===== src/rtl/bomberman_pkg.sv =====
// Shared constants and types for the bomberman frame scheduler.
// Latency: n/a (types and constants only).
// Backpressure: n/a.
package bomberman_pkg;

  localparam int TILES_PER_SIDE = 11;

  // Source ROM selection presented to the copy engine
  typedef enum logic [1:0] {
    MEM_STAGE    = 2'd0,
    MEM_TILE     = 2'd1,
    MEM_SPRITE   = 2'd2,
    MEM_GAMEOVER = 2'd3
  } mem_sel_e;

  typedef enum logic [1:0] {
    WIN_NONE = 2'd0,
    WIN_P1   = 2'd1,
    WIN_P2   = 2'd2,
    WIN_DRAW = 2'd3
  } winner_e;

  typedef enum logic [4:0] {
    ST_IDLE,
    ST_STAGE,
    ST_TILES,
    ST_TC_STEP,
    ST_TC_CHECK,
    ST_BOMBS,
    ST_CHK_P1,
    ST_DRAW_P1,
    ST_HP_P1,
    ST_CHK_P2,
    ST_DRAW_P2,
    ST_HP_P2,
    ST_COMMIT,
    ST_WAIT_TICK,
    ST_OVER,
    ST_OVER_COMMIT,
    ST_WAITREL
  } state_e;

  // Sub-phase of a single copy handshake
  typedef enum logic [1:0] {
    PH_LOAD,
    PH_GO,
    PH_WAIT
  } copy_phase_e;

  // A dead player hands the win to the other one: {p1_dead, p2_dead}
  // gives 1 when only P2 died, 2 when only P1 died, 3 for a draw.
  function automatic logic [1:0] winner_code(input logic [1:0] p1_lives,
                                             input logic [1:0] p2_lives);
    return {p1_lives == 2'd0, p2_lives == 2'd0};
  endfunction

endpackage


===== src/rtl/bomberman_control_frame_timer.sv =====
// Free-running frame period counter producing a one-cycle tick at wrap.
// Latency: tick is high on the last count of each FRAME_CYCLES period.
// Backpressure: none; counts every cycle regardless of consumer.
module frame_timer #(
  parameter int FRAME_CYCLES = 833333
) (
  input  logic clock,
  input  logic reset,
  output logic tick
);

  localparam int            CW   = $clog2(FRAME_CYCLES);
  localparam logic [CW-1:0] LAST = CW'(FRAME_CYCLES - 1);

  logic [CW-1:0] count;

  assign tick = (count == LAST);

  // Count 0..FRAME_CYCLES-1 and wrap
  always_ff @(posedge clock) begin
    if (reset) begin
      count <= '0;
    end else if (tick) begin
      count <= '0;
    end else begin
      count <= count + CW'(1);
    end
  end

endmodule


===== src/rtl/bomberman_control.sv =====
// Per-frame scheduler sequencing field, bombs, collision checks, players and hearts.
// Latency: each draw item is LOAD, copy_enable, then waits for finished; frame commit then waits for tick.
// Backpressure: stalls in the copy wait until finished; never reissues copy_enable before it.
module bomberman_control
  import bomberman_pkg::*;
#(
  parameter int FRAME_CYCLES = 833333,
  parameter int NUM_BOMBS    = 8,
  parameter int CHECK_HOLD   = 3
) (
  input  logic       clock,
  input  logic       reset,
  input  logic       start,
  input  logic       finished,
  input  logic       all_tiles_drawn,
  input  logic [1:0] p1_lives,
  input  logic [1:0] p2_lives,
  output logic       copy_enable,
  output logic [1:0] memory_select,
  output logic       tc_enable,
  output logic       player_reset,
  output logic       tile_reset,
  output logic       draw_stage,
  output logic       draw_explosion,
  output logic       draw_bomb,
  output logic       draw_p1,
  output logic       draw_p1_hp,
  output logic       draw_p2,
  output logic       draw_p2_hp,
  output logic       check_p1,
  output logic       check_p2,
  output logic [1:0] corner_id,
  output logic [2:0] bomb_id,
  output logic [1:0] p1_hp_id,
  output logic [1:0] p2_hp_id,
  output logic       refresh,
  output logic       print_screen,
  output logic [1:0] winner
);

  localparam logic [2:0] LAST_BOMB = 3'(NUM_BOMBS - 1);
  localparam logic [7:0] LAST_HOLD = 8'(CHECK_HOLD - 1);

  state_e      state, state_n;
  copy_phase_e phase, phase_n;
  logic [2:0]  bomb_n;
  logic [1:0]  corner_n, hp1_n, hp2_n, winner_n;
  logic [7:0]  hold_cnt, hold_n;
  logic        chk_gap, gap_n;
  logic        tick, tick_pend, pend_n;
  logic        copy_state, load, copy_done;

  frame_timer #(.FRAME_CYCLES(FRAME_CYCLES)) u_frame_timer (
    .clock (clock),
    .reset (reset),
    .tick  (tick)
  );

  // Next-state, handshake sequencing and strobe decode
  always_comb begin
    state_n        = state;
    phase_n        = phase;
    bomb_n         = bomb_id;
    corner_n       = corner_id;
    hp1_n          = p1_hp_id;
    hp2_n          = p2_hp_id;
    hold_n         = hold_cnt;
    gap_n          = chk_gap;
    winner_n       = winner;
    copy_enable    = 1'b0;
    memory_select  = MEM_STAGE;
    tc_enable      = 1'b0;
    player_reset   = 1'b0;
    tile_reset     = 1'b0;
    draw_stage     = 1'b0;
    draw_explosion = 1'b0;
    draw_bomb      = 1'b0;
    draw_p1        = 1'b0;
    draw_p1_hp     = 1'b0;
    draw_p2        = 1'b0;
    draw_p2_hp     = 1'b0;
    check_p1       = 1'b0;
    check_p2       = 1'b0;
    refresh        = 1'b0;
    print_screen   = 1'b0;
    copy_done      = 1'b0;

    // One pending tick is remembered until WAIT_TICK consumes it
    if (state == ST_WAIT_TICK) pend_n = tick_pend & tick;
    else                       pend_n = tick_pend | tick;

    // Shared LOAD -> GO -> WAIT handshake for every draw state
    copy_state = state inside {ST_STAGE, ST_TILES, ST_BOMBS, ST_DRAW_P1, ST_HP_P1,
                               ST_DRAW_P2, ST_HP_P2, ST_OVER};
    load       = copy_state && (phase == PH_LOAD);
    if (copy_state) begin
      case (phase)
        PH_LOAD: phase_n = PH_GO;
        PH_GO: begin
          copy_enable = 1'b1;
          phase_n     = PH_WAIT;
        end
        default: begin
          if (finished) begin
            copy_done = 1'b1;
            phase_n   = PH_LOAD;
          end
        end
      endcase
    end

    case (state)
      ST_IDLE: begin
        if (start) begin
          player_reset = 1'b1;
          tile_reset   = 1'b1;
          winner_n     = WIN_NONE;
          state_n      = ST_STAGE;
        end
      end
      ST_STAGE: begin
        memory_select = MEM_STAGE;
        draw_stage    = load;
        if (copy_done) state_n = ST_TILES;
      end
      ST_TILES: begin
        memory_select  = MEM_TILE;
        draw_explosion = load;
        if (copy_done) state_n = ST_TC_STEP;
      end
      ST_TC_STEP: begin
        memory_select = MEM_TILE;
        tc_enable     = 1'b1;
        state_n       = ST_TC_CHECK;
      end
      ST_TC_CHECK: begin
        // Counters back at 0 after an advance means the whole field wrapped
        memory_select = MEM_TILE;
        state_n       = all_tiles_drawn ? ST_BOMBS : ST_TILES;
      end
      ST_BOMBS: begin
        memory_select = MEM_TILE;
        draw_bomb     = load;
        if (copy_done) begin
          if (bomb_id == LAST_BOMB) begin
            bomb_n  = '0;
            state_n = ST_CHK_P1;
          end else begin
            bomb_n = bomb_id + 3'd1;
          end
        end
      end
      ST_CHK_P1, ST_CHK_P2: begin
        // Hold each corner long enough for the registered tile lookup, gap one cycle between
        check_p1 = (state == ST_CHK_P1) && !chk_gap;
        check_p2 = (state == ST_CHK_P2) && !chk_gap;
        if (chk_gap) begin
          gap_n    = 1'b0;
          corner_n = corner_id + 2'd1;
        end else if (hold_cnt == LAST_HOLD) begin
          hold_n = '0;
          if (corner_id == 2'd3) begin
            corner_n = '0;
            state_n  = (state == ST_CHK_P1) ? ST_DRAW_P1 : ST_DRAW_P2;
          end else begin
            gap_n = 1'b1;
          end
        end else begin
          hold_n = hold_cnt + 8'd1;
        end
      end
      ST_DRAW_P1: begin
        memory_select = MEM_SPRITE;
        draw_p1       = load;
        if (copy_done) state_n = (p1_lives == 2'd0) ? ST_CHK_P2 : ST_HP_P1;
      end
      ST_HP_P1: begin
        memory_select = MEM_SPRITE;
        draw_p1_hp    = load;
        if (copy_done) begin
          // >= rather than == so a life lost mid-row still terminates
          if (({1'b0, p1_hp_id} + 3'd1) >= {1'b0, p1_lives}) begin
            hp1_n   = '0;
            state_n = ST_CHK_P2;
          end else begin
            hp1_n = p1_hp_id + 2'd1;
          end
        end
      end
      ST_DRAW_P2: begin
        memory_select = MEM_SPRITE;
        draw_p2       = load;
        if (copy_done) state_n = (p2_lives == 2'd0) ? ST_COMMIT : ST_HP_P2;
      end
      ST_HP_P2: begin
        memory_select = MEM_SPRITE;
        draw_p2_hp    = load;
        if (copy_done) begin
          if (({1'b0, p2_hp_id} + 3'd1) >= {1'b0, p2_lives}) begin
            hp2_n   = '0;
            state_n = ST_COMMIT;
          end else begin
            hp2_n = p2_hp_id + 2'd1;
          end
        end
      end
      ST_COMMIT: begin
        print_screen = 1'b1;
        state_n      = ST_WAIT_TICK;
      end
      ST_WAIT_TICK: begin
        // Lives are only judged here so a frame always completes
        if (tick || tick_pend) begin
          refresh = 1'b1;
          if (p1_lives == 2'd0 || p2_lives == 2'd0) begin
            winner_n = winner_code(p1_lives, p2_lives);
            state_n  = ST_OVER;
          end else begin
            state_n = ST_STAGE;
          end
        end
      end
      ST_OVER: begin
        memory_select = MEM_GAMEOVER;
        draw_stage    = load;
        if (copy_done) state_n = ST_OVER_COMMIT;
      end
      ST_OVER_COMMIT: begin
        memory_select = MEM_GAMEOVER;
        print_screen  = 1'b1;
        state_n       = ST_WAITREL;
      end
      ST_WAITREL: begin
        if (!start) state_n = ST_IDLE;
      end
      default: state_n = ST_IDLE;
    endcase
  end

  // State, handshake phase, item indices and winner registers
  always_ff @(posedge clock) begin
    if (reset) begin
      state     <= ST_IDLE;
      phase     <= PH_LOAD;
      bomb_id   <= '0;
      corner_id <= '0;
      p1_hp_id  <= '0;
      p2_hp_id  <= '0;
      hold_cnt  <= '0;
      chk_gap   <= 1'b0;
      tick_pend <= 1'b0;
      winner    <= WIN_NONE;
    end else begin
      state     <= state_n;
      phase     <= phase_n;
      bomb_id   <= bomb_n;
      corner_id <= corner_n;
      p1_hp_id  <= hp1_n;
      p2_hp_id  <= hp2_n;
      hold_cnt  <= hold_n;
      chk_gap   <= gap_n;
      tick_pend <= pend_n;
      winner    <= winner_n;
    end
  end

endmodule


===== config.mk =====
export PLATFORM = sky130hd
export DESIGN_NAME = bomberman_control
export DESIGN_NICKNAME = d
export VERILOG_FILES = /design/src/rtl/bomberman_pkg.sv /design/src/rtl/bomberman_control_frame_timer.sv /design/src/rtl/bomberman_control.sv
export SDC_FILE = /design/constraint.sdc
export NUM_CORES = 1
export LEC_CHECK = 0
export ABC_AREA = 1
export ABC_CLOCK_PERIOD_IN_PS = 1600
export BUFFER_PORTS_ARGS = -buffer_cell sky130_fd_sc_hd__buf_2
export CORE_MARGIN = 2
export CORE_UTILIZATION = 40
export CTS_BUF_LIST = sky130_fd_sc_hd__clkbuf_4 sky130_fd_sc_hd__clkbuf_8
export DETAILED_ROUTE_END_ITERATION = 6
export GPL_ROUTABILITY_DRIVEN = 1
export GPL_TIMING_DRIVEN = 0
export MAX_ROUTING_LAYER = met4
export SYNTH_ARGS = -nofsm -noshare
export SYNTH_HDL_FRONTEND = slang
export SYNTH_SLANG_ARGS = --single-unit

===== constraint.sdc =====
create_clock -name clock -period 1.6 [get_ports clock]
set_input_delay 0.32 -clock clock [delete_from_list [all_inputs] [get_ports clock]]
set_output_delay 0.32 -clock clock [all_outputs]
set_load 0.005 [all_outputs]

==> results.md, run 1 <==
* Status: finished with violations
* Failing checks: negative setup slack
* Setup crit end kind: output port
* Final wirelength at 8980 microns
* Post-synth ARST share at 0%
* ANT cells at 0
* DIE WIDTH at ~90 microns
* RSZ-0062 raised after global routing: true
* CP Class: flop to output port
* Hold WS at about 0.24 ns
* Initial Util at about two fifths
* Avg Vias per Cell at between 4 and 5
* Largest family of logic cells by synthesized area: simple AND/OR/NAND/NOR gates
* CTS buffer count at 5
* Worst Reg-to-Reg Cells at 12
* Area growth, synth to finish at 50.8%
* Die ar. at between 0.008 and 0.009 sq mm
* Ranking of synthesized cells by area: dfxtp_1 31%, nand2_1 12%, nor2_1 10%
* Worst-path clk slew at approximately 0.10 ns
* Synth unique cells at 38
* Slew HR at 56.9%
* Hold path endpoint: phase[0]$_SDFFE_PP0P_
* Most frequent cells in the layout: 73 x nand2_1, 63 x nor2_1, 52 x inv_1, 42 x buf_4, 36 x buf_2
* H-tree depth at 2
* Final Slew Violations at 0
* Syn nets at 480
* Fmax at 498 MHz
* Clock Tree Buf Depth at 2
* Die span in y at 91.7 microns
* Placed cell count at ~600
* Number of synthesized register bits at 48
* Register area at approximately 0.0010 sq mm
* Clock Sinks at 48
* Nets at ~580
* Clk_skew at slightly below 0.007 ns
* Routed length per instance at about 14 microns
* Total grt overflow at 0
* Routability cong. at approximately 0.96
* Cell Rows at 31
* Drt pass-1 iters at 4
* Least-Margin Pin Slew at between 0.6 and 0.7 ns
* Min Tclk post-route at 2.01 ns
* Initial antenna violation count at 0
* Post-synthesis mux area share at 0%
* Critical path's top delay family: simple AND/OR/NAND/NOR gates
* Hold wc startpoint: reset
* Ratio of cells with drive above 1 in the final layout at a little under half
* Non-filler instance count after layout at about 660
* Pwr/cell area at around 1100 mW/mm^2
* DP Wirelength at approximately 5700 microns
* CP max stage delay at between 0.3 and 0.4 ns
* Simple-Gate Fraction of Synth Area at between 40 and 50%
* R2r endpoint: state[3]$_SDFFE_PP0P_
* First-pass GRT wire length at around 13,000 microns
* Hold depth at 2
* Starting DRT DRC Count at about 140
* Top_reg_cell synth: dfxtp_1
* Final Hold Fails at 0
* Vias at between 3,000 and 4,000
* Count of buffers from port buffering at 36
* Commonest non-fill, non-tap cell in the layout: nand2_1
* Post-route DRC violation count at 0
* Setup-failing EPs final at between 40 and 50
* Post-synth top area share at between 30% and 40%
* Number of enable flip-flop cells after synthesis at 0
* Synth Instances at roughly 460
* Mapped Area at ~0.0031 sq mm
* Max-Cap Viols at 0
* Slowest CP cell: dfxtp_2
* IO Pins at 37
* Fillers at 676
* Core Area at between 0.007 and 0.008 sq mm
* Pin count of the biggest net entering global routing at 16
* CP Data Arrival Time at about 1.7 ns
* CP Cell Sequence: buf_8 -> nor2_4 -> nand2_2 -> a21oi_4 -> nor2_4 -> nand2_4 -> nand3_4 -> nor2_1 -> buf_2
* Post-synthesis adder-cell area fraction at ~5.8%
* Sequential fraction of the synthesis area at 31.2%
* Worst EP required at around 1.3 ns
* CP startpoint kind: flop
* Compound-Gate Fraction of Synth Area at under 10%
* Reg-to-reg startpoint: p1_hp_id[0]$_SDFFE_PP0P_
* Syn avg cell area at between 6 and 7 sq um
* Tcrit/Tclk final at 125%
* Synth area leader: dfxtp_1
* Ys Warns at 0
* Root buf cell: clkbuf_8
* XOR/XNOR Fraction of Synth Area at between 2 and 3%
* Max VDD drop at between 0.5 and 0.6 mV
* Final antenna-violating net count at 0
* Multi-input logic area at approximately 0.0024 sq mm
* Worst skew pair latency at around 0.31 ns
* Buf/Inv on CP at 2
* Tightest Hold Check Type: input port to flop
* Vias in the first global route at between 2,000 and 3,000
* Pleak at roughly 2.1 nW
* CP dominant cell by count: nor2_4
* GRT Total Usage at between 20% and 30%
* Final WS setup at -0.407 ns
* CTS tree: built
* Max FO, Critical Path at 8
* Reg2reg setup slack at -0.27 ns
final cells by class:
cell class                 count  area share (%)
clock buffer                   6            1.78
sequential                    48            21.6
buffer                         5           0.889
inverter                      67            6.20
tap                           99            2.67
timing repair buffer          95            14.9
multi-input combinational    337            51.2
clock inverter                 2           0.835
per-layer routing:
layer / track usage, % / vias up / wire (microns)
met2: 34.3 / 79 / 4450
met4: 6.97 / 0 / 318
met5: - / - / 0
met1: 24.2 / 1533 / 3860
met3: 3.12 / 28 / 348
li1: - / 1653 / -
worst max-delay path by stage:
stage	start	to	slack, ns	cells after the start
2_1_floorplan	p1_lives[1]	state[1]$_SDFFE_PP0P_	-0.07	13
3_3_place_gp	p1_lives[1]	state[3]$_SDFFE_PP0P_	-0.40	14
3_5_place_dp	p1_lives[1]	state[3]$_SDFFE_PP0P_	-0.44	14
4_1_cts	state[3]$_SDFFE_PP0P_	draw_stage	-0.39	9
5_1_grt	state[2]$_SDFFE_PP0P_	draw_p1_hp	-0.51	9
6_report	state[2]$_SDFFE_PP0P_	draw_explosion	-0.41	9
repair_timing:
action	4_1_cts	5_1_grt
hold buffers	0	0
endpoints found under the setup margin	55	57
setup buffers	23	36
resized for setup	74	123
pin swaps	21	48
cloned	0	1
power by group:
group	internal, W	leakage, nW	switching, W
Clock	0.000512	0.0614	0.000462
Sequential	0.00129	0.399	0.000115
Combinational	0.00114	1.59	0.00152
Total	0.00294	2.05	0.00210
logic make-up after synthesis:
family                     count (synthesis)
adders and majority gates                 13
buffers and inverters                     74
DFF                                       48
and+or+nand+nor                          268
AOI/OAI and AO/OA                         46
xor gates and xnor gates                   9
flip-flops by register name (all words and copies together), names as in the netlist, 2 cells and up:
name / count
u_frame_timer.count: 20
hold_cnt: 8
state: 5
bomb_id: 3
corner_id: 2
p1_hp_id: 2
p2_hp_id: 2
phase: 2
winner: 2
through the flow:
| stage | TNS (ns) | utilization (%) | setup WS, ns | cell area, sq um | total power [W] |
|---|---|---|---|---|---|
| final | -7.70 | 63.0 | -0.407 | 4640 | 0.00504 |
| after global routing | -12.19 | 63.0 | -0.508 | 4640 | 0.00534 |
| after CTS | -5.98 | 53.6 | -0.389 | 3950 | 0.00440 |
| after detailed placement | -7.54 | 46.1 | -0.438 | 3400 | 0.00299 |
| after global placement | -6.73 | 46.1 | -0.401 | 3400 | 0.00297 |
| after floorplan | -0.264 | - | -0.0700 | 3090 | 0.00257 |
synthesized netlist by cell type, types with 3 or more instances:
master and count:
a21oi_1 26, buf_6 3, dfxtp_1 48, ha_1 11, inv_1 62, inv_2 4, nand2_1 95, nand2_2 4
nand2_4 5, nand3_1 26, nand3_2 5, nand4_1 7, nor2_1 84, nor2_2 16, nor3_1 8, nor3_2 3
nor3b_1 3, nor3b_2 3, o21a_1 3, o21ai_0 9, xnor2_1 5, xor2_1 4
worst reg2reg max path, delay by kind of cell (launching register included):
kind | cells | cell delay [ns]
AND/OR/NAND/NOR | 10 | 0.89
adder cells (fa/ha/maj) | 1 | 0.50
flip-flops | 1 | 0.36
buffers and inverters | 1 | 0.04
No activity file was read; power rests on OpenSTA's default activity.
==> run 2, diff against run 1 <==
Settings changed: ABC_CLOCK_PERIOD_IN_PS 1600 to 2300.
Clock period 1.6 ns to 2.3 ns, I/O delays scaled along.
==> run 2 against run 1 <==
The flow now finishes without violations. Largest cell class unchanged. Design area down 21%. Via count down 8.4%. Core utilization down 13 points. Largest power group unchanged. First-iteration DRC count up 2.2%. Register-to-register slack better by 0.61 ns.
==> results.md, run 2 (same netlist as run 1, synthesis figures left out) <==
* CP Class: flop to output port
* Least-Margin Pin Slew at ~0.60 ns
* Reg2reg setup slack at 0.34 ns
* Starting DRT DRC Count at about 140
* DP Wirelength at about 5600 microns
* Vias in the first global route at around 2,800
* Commonest non-fill, non-tap cell in the layout: nand2_1
* Internal power at around 0.0018 W
* Status: completed
* Worst Reg-to-Reg Cells at 12
* GRT Total Usage at a little under a fifth
* Most frequent cells in the layout: 91 x nand2_1, 82 x nor2_1, 62 x inv_1, 43 x dfxtp_1, 36 x buf_2
* Max FO, Critical Path at 4
* Setup crit end kind: output port
* Root buf cell: clkbuf_8
* Clock Tree Buf Depth at 2
* First-pass GRT wire length at approximately 13,000 microns
* Tightest Hold Check Type: input port to flop
* Reg power frac at 31.9%
* Area growth, synth to finish at 18.9%
* Placed cell count at roughly 600
* Core Area at about 0.0074 sq mm
* IO Pins at 37
* Routed length per instance at ~12 microns
* CP startpoint kind: flop
* Die span in y at roughly 92 microns
* Slew HR at about 60%
* Max-Cap Viols at 0
* CP max stage delay at between 0.3 and 0.4 ns
* Total grt overflow at 0
* Non-filler instance count after layout at a little over 600
* Min Tclk post-route at between 2 and 2.5 ns
* CP Data Arrival Time at ~1.8 ns
* R2r endpoint: state[2]$_SDFFE_PP0P_
* Worst-path clk slew at about 0.1 ns
* Crit path to: copy_enable
* Clk_skew at between 0.01 and 0.015 ns
* Switching Fraction at around two fifths
* Biggest register: u_frame_timer.count
* Initial antenna violation count at 0
* Clock Sinks at 48
* Critical Path Source: state[1]$_SDFFE_PP0P_
* Ratio of cells with drive above 1 in the final layout at a little under a quarter
* Pin count of the biggest net entering global routing at 16
* Count of buffers from port buffering at 36
* Worst skew pair latency at 0.31 ns
* Critical path's top delay family: simple AND/OR/NAND/NOR gates
* Post-route DRC violation count at 0
* Buf/Inv on CP at 4
* Pwr/cell area at 808 mW/mm^2
* P_sw at 0.00118 W
* Final antenna-violating net count at 0
* Drt pass-1 iters at 5
* Biggest regs: u_frame_timer.count: 20 flops, hold_cnt: 8 flops, state: 5 flops
* ANT cells at 0
* Number of flip-flops in the largest register at 20
* CTS tree: built
* CP Cell Sequence: buf_6 -> clkinvlp_4 -> nand2_2 -> a21oi_2 -> nor2_2 -> nand2_4 -> inv_1 -> nor3_2 -> buf_2
* Final Slew Violations at 0
* Tcrit/Tclk final at 96.5%
* Max VDD drop at 0.273 mV
* Clock share of power at between 20% and 30%
* Reg-to-reg startpoint: p1_hp_id[0]$_SDFFE_PP0P_
* Initial Util at a little over two fifths
* Setup-failing EPs final at 0
* Slowest CP cell: dfxtp_2
* Worst EP required at approximately 1.8 ns
* Avg Vias per Cell at just under 5
* Nets at about 540
* Final Hold Fails at 0
* DIE WIDTH at between 90 and 100 microns
* H-tree depth at 2
* Vias at around 3,000
* Final core utilization at 49.7%
* Die ar. at 0.00842 sq mm
* Logic pwr share at around 46%
* Pleak at around 1.7 nW
* CTS buffer count at 5
* Fmax at about 450 MHz
* Final wirelength at between 7000 and 8000 microns
* Critical path depth at 9
* Overall power at 0.00296 W
* Routability cong. at between 0.9 and 1
* Cell Rows at 31
## run 2: cell types whose count changed in the layout (fill, tap and decap cells not counted), moves of 10 or more
cell / delta
a21oi_2: -10
nor2_1: +19
inv_1: +10
a21oi_1: +12
nand2_1: +18
dfxtp_1: +13
nor2_4: -19
buf_6: -16
buf_4: -28
nand2_2: -11
## run 2: cell type report
cell class,instances,area (sq um)
buffer,7,56.3
clock buffer,6,82.6
clock inverter,2,38.8
fill,783,3710
inverter,67,255
multi-input combinational,336,1870
sequential,48,967
tap,99,124
timing repair buffer,48,270
## run 2: per-stage QoR
stage | setup TNS (ns) | hold slack (ns) | instance area (sq um) | setup slack (ns)
3_5_place_dp | 0 | 0.456 | 3380 | 0.101
3_3_place_gp | 0 | 0.448 | 3380 | 0.136
5_1_grt | -0.0243 | 0.380 | 3660 | -0.0243
4_1_cts | 0 | 0.368 | 3530 | 0.00728
6_report | 0 | 0.369 | 3660 | 0.0806
2_1_floorplan | 0 | 0.430 | 3080 | 0.424
## run 2: power groups by stage
| stage | Combinational, W | Sequential, W | Clock, W |
|---|---|---|---|
| after floorplan | 0.000835 | 0.000944 | 0 |
| after global placement | 0.00109 | 0.000950 | 0 |
| after detailed placement | 0.00111 | 0.000952 | 0 |
| after CTS | 0.00115 | 0.000937 | 0.000691 |
| after global routing | 0.00149 | 0.000950 | 0.000725 |
| final | 0.00134 | 0.000943 | 0.000670 |
## run 2: per-layer routing
layer,wire [microns],global-route usage (%),part of all wire (%),vias up
met5,0,-,0,-
met4,144,5.72,1.9,0
met3,378,3.37,5.1,14
met2,3420,29.7,46,72
met1,3520,24.8,47,1375
li1,-,-,-,1554
## run 2: worst min path at each step
stage / startpoint / cells past startpoint / endpoint / slack, ns
2_1_floorplan: u_frame_timer.count[0]$_SDFF_PP0_ / 1 / u_frame_timer.count[0]$_SDFF_PP0_ / 0.43
3_3_place_gp: u_frame_timer.count[0]$_SDFF_PP0_ / 1 / u_frame_timer.count[0]$_SDFF_PP0_ / 0.45
3_5_place_dp: u_frame_timer.count[0]$_SDFF_PP0_ / 1 / u_frame_timer.count[0]$_SDFF_PP0_ / 0.46
4_1_cts: reset / 2 / hold_cnt[6]$_SDFFE_PP0P_ / 0.37
5_1_grt: reset / 2 / hold_cnt[4]$_SDFFE_PP0P_ / 0.38
6_report: reset / 2 / phase[0]$_SDFFE_PP0P_ / 0.37
## run 2: timing repair
action | in CTS | in global routing
pin swaps | 0 | 8
setup buffers | 0 | 12
gates resized for setup | 5 | 15
endpoints found under the setup margin | 7 | 8
gates cloned | 0 | 0
hold buffers | 0 | 0
==> run 3, diff against run 2 <==
Settings changed: CORE_UTILIZATION 40 to 41, PLACE_DENSITY_LB_ADDON from default to 0.2.
==> run 3 against run 2 <==
Sequential share of layout area increased by 0.68 points. Core utilization decreased by 0.60 points. Critical endpoint is now draw_stage. Setup slack improved by 0.042 ns. Total power decreased by 8.6%. Final cell count decreased by 1.3%. Largest power group unchanged. Highest routed layer unchanged.
==> results.md, run 3 (same netlist as run 1, synthesis figures left out) <==
* Drt pass-1 iters at 4
* Clock Tree Buf Depth at 2
* Die ar. at 0.00822 sq mm
* Total grt overflow at 0
* Critical Path Source: state[2]$_SDFFE_PP0P_
* Core Area at 0.00725 sq mm
* Initial antenna violation count at 0
* Ratio of cells with drive above 1 in the final layout at 21.1%
* IO Pins at 37
* Vias in the first global route at ~2,700
* Max-Cap Viols at 0
* Worst skew pair latency at around 0.30 ns
* Status: completed
* Post-route DRC violation count at 0
* Biggest regs: u_frame_timer.count: 20 flops, hold_cnt: 8 flops, state: 5 flops
* R2r endpoint: state[2]$_SDFFE_PP0P_
* Pwr/cell area at roughly 760 mW/mm^2
* Hold depth at 2
* Most frequent cells in the layout: 94 x nand2_1, 82 x nor2_1, 62 x inv_1, 45 x dfxtp_1, 36 x buf_2
* Reg2reg setup slack at 0.33 ns
* CP Data Arrival Time at between 1.5 and 2 ns
* Max VDD drop at about 0.30 mV
* RSZ-0062 raised after global routing: false
* Count of buffers from port buffering at 36
* Area growth, synth to finish at 15.6%
* Overall power at around 0.0027 W
* Final wirelength at 7180 microns
* Max FO, Critical Path at 8
* Final Hold Fails at 0
* Worst EP required at around 1.8 ns
* CP startpoint kind: flop
* Root buf cell: clkbuf_8
* CTS tree: built
* DP Wirelength at ~5600 microns
* CTS buffer count at 5
* Setup TNS at 0 ns
* GRT Total Usage at 18.7%
* Crit path to: draw_stage
* Pleak at approximately 1.6 nW
* Routed length per instance at ~12 microns
* Final Slew Violations at 0
* Clk_skew at around 0.0061 ns
* Count of hold buffers inserted by post-cts repair at 0
* Avg Vias per Cell at slightly below 5
* Number of flip-flops in the largest register at 20
* Slew HR at between 60% and 70%
* Tightest Hold Check Type: input port to flop
* Vias at roughly 3,000
* ANT cells at 0
* Routability cong. at around 0.97
* CP Class: flop to output port
* Tcrit/Tclk final at 94.7%
* Least-Margin Pin Slew at about 0.56 ns
* Initial Util at 42.5%
* Worst-path clk slew at approximately 0.090 ns
* Setup crit end kind: output port
* DIE WIDTH at 90.7 microns
* Pin count of the biggest net entering global routing at 15
* Clock Sinks at 48
* First-pass GRT wire length at 12,400 microns
* Nets at around 530
* Fmax at around 460 MHz
* Commonest non-fill, non-tap cell in the layout: nand2_1
* Setup-failing EPs final at 0
* Worst Reg-to-Reg Cells at 12
* Cell Rows at 31
* H-tree depth at 2
* Reg-to-reg startpoint: p1_hp_id[0]$_SDFFE_PP0P_
* Die span in y at approximately 90 microns
* Starting DRT DRC Count at between 100 and 150
* Final antenna-violating net count at 0
* Biggest register: u_frame_timer.count
* Min Tclk post-route at between 2 and 2.5 ns
-- run 3: worst min path at each step --
stage	start	end	slack (ns)
2_1_floorplan	u_frame_timer.count[0]$_SDFF_PP0_	u_frame_timer.count[0]$_SDFF_PP0_	0.43
3_3_place_gp	u_frame_timer.count[0]$_SDFF_PP0_	u_frame_timer.count[0]$_SDFF_PP0_	0.45
3_5_place_dp	phase[0]$_SDFFE_PP0P_	phase[0]$_SDFFE_PP0P_	0.46
4_1_cts	reset	hold_cnt[6]$_SDFFE_PP0P_	0.39
5_1_grt	reset	hold_cnt[4]$_SDFFE_PP0P_	0.39
6_report	reset	hold_cnt[6]$_SDFFE_PP0P_	0.40
-- run 3: worst max-delay path: stages (launching register included) --
cell     delay [ns]
dfxtp_1        0.32
buf_6          0.13
inv_1          0.08
nand2_1        0.09
a21oi_1        0.25
nor2_2         0.08
nand2_4        0.09
nand3_4        0.12
a21oi_2        0.13
buf_2          0.12
-- run 3: cell type report --
type                    count  area (sq um)
multi-input cells         336          1850
well taps                  99           124
clock inverters             1          7.51
plain buffers               7          56.3
fillers                   758          3690
clock buffers               7          90.1
flip-flops and latches     48           965
repair buffers             40           210
inverters                  67           253
-- run 3: power by group --
group          total [W]  internal (W)  leakage, nW  switching (W)
Sequential      0.000942      0.000890        0.390      0.0000515
Clock           0.000549      0.000257       0.0479       0.000292
Combinational    0.00121      0.000452         1.20       0.000762
Total            0.00270       0.00160         1.64        0.00111
-- run 3: per-layer routing --
metal | track usage [%] | vias up | wire (microns)
li1 | - | 1539 | -
met1 | 24.9 | 1317 | 3570
met2 | 29.0 | 59 | 3210
met3 | 3.09 | 13 | 277
met4 | 6.15 | 0 | 126
met5 | - | - | 0
-- run 3: timing repair --
item | CTS | global route
cloned | 0 | 0
buffers inserted | 0 | 4
setup endpoints to repair | 7 | 8
pin swaps | 0 | 4
gates resized for setup | 6 | 8
endpoints found under the hold margin | 0 | 0
-- run 3: per-stage QoR --
step                      hold WS (ns)  instances  utilization [%]  area [sq um]  setup WS, ns
after global placement           0.450        593             46.6          3380         0.130
after global routing             0.387        605             49.1          3560       0.00541
after floorplan                  0.430        458                -          3080         0.424
after detailed placement         0.461        593             46.6          3380         0.106
after CTS                        0.385        601             48.3          3500        0.0251
final                            0.397        605             49.1          3560         0.122
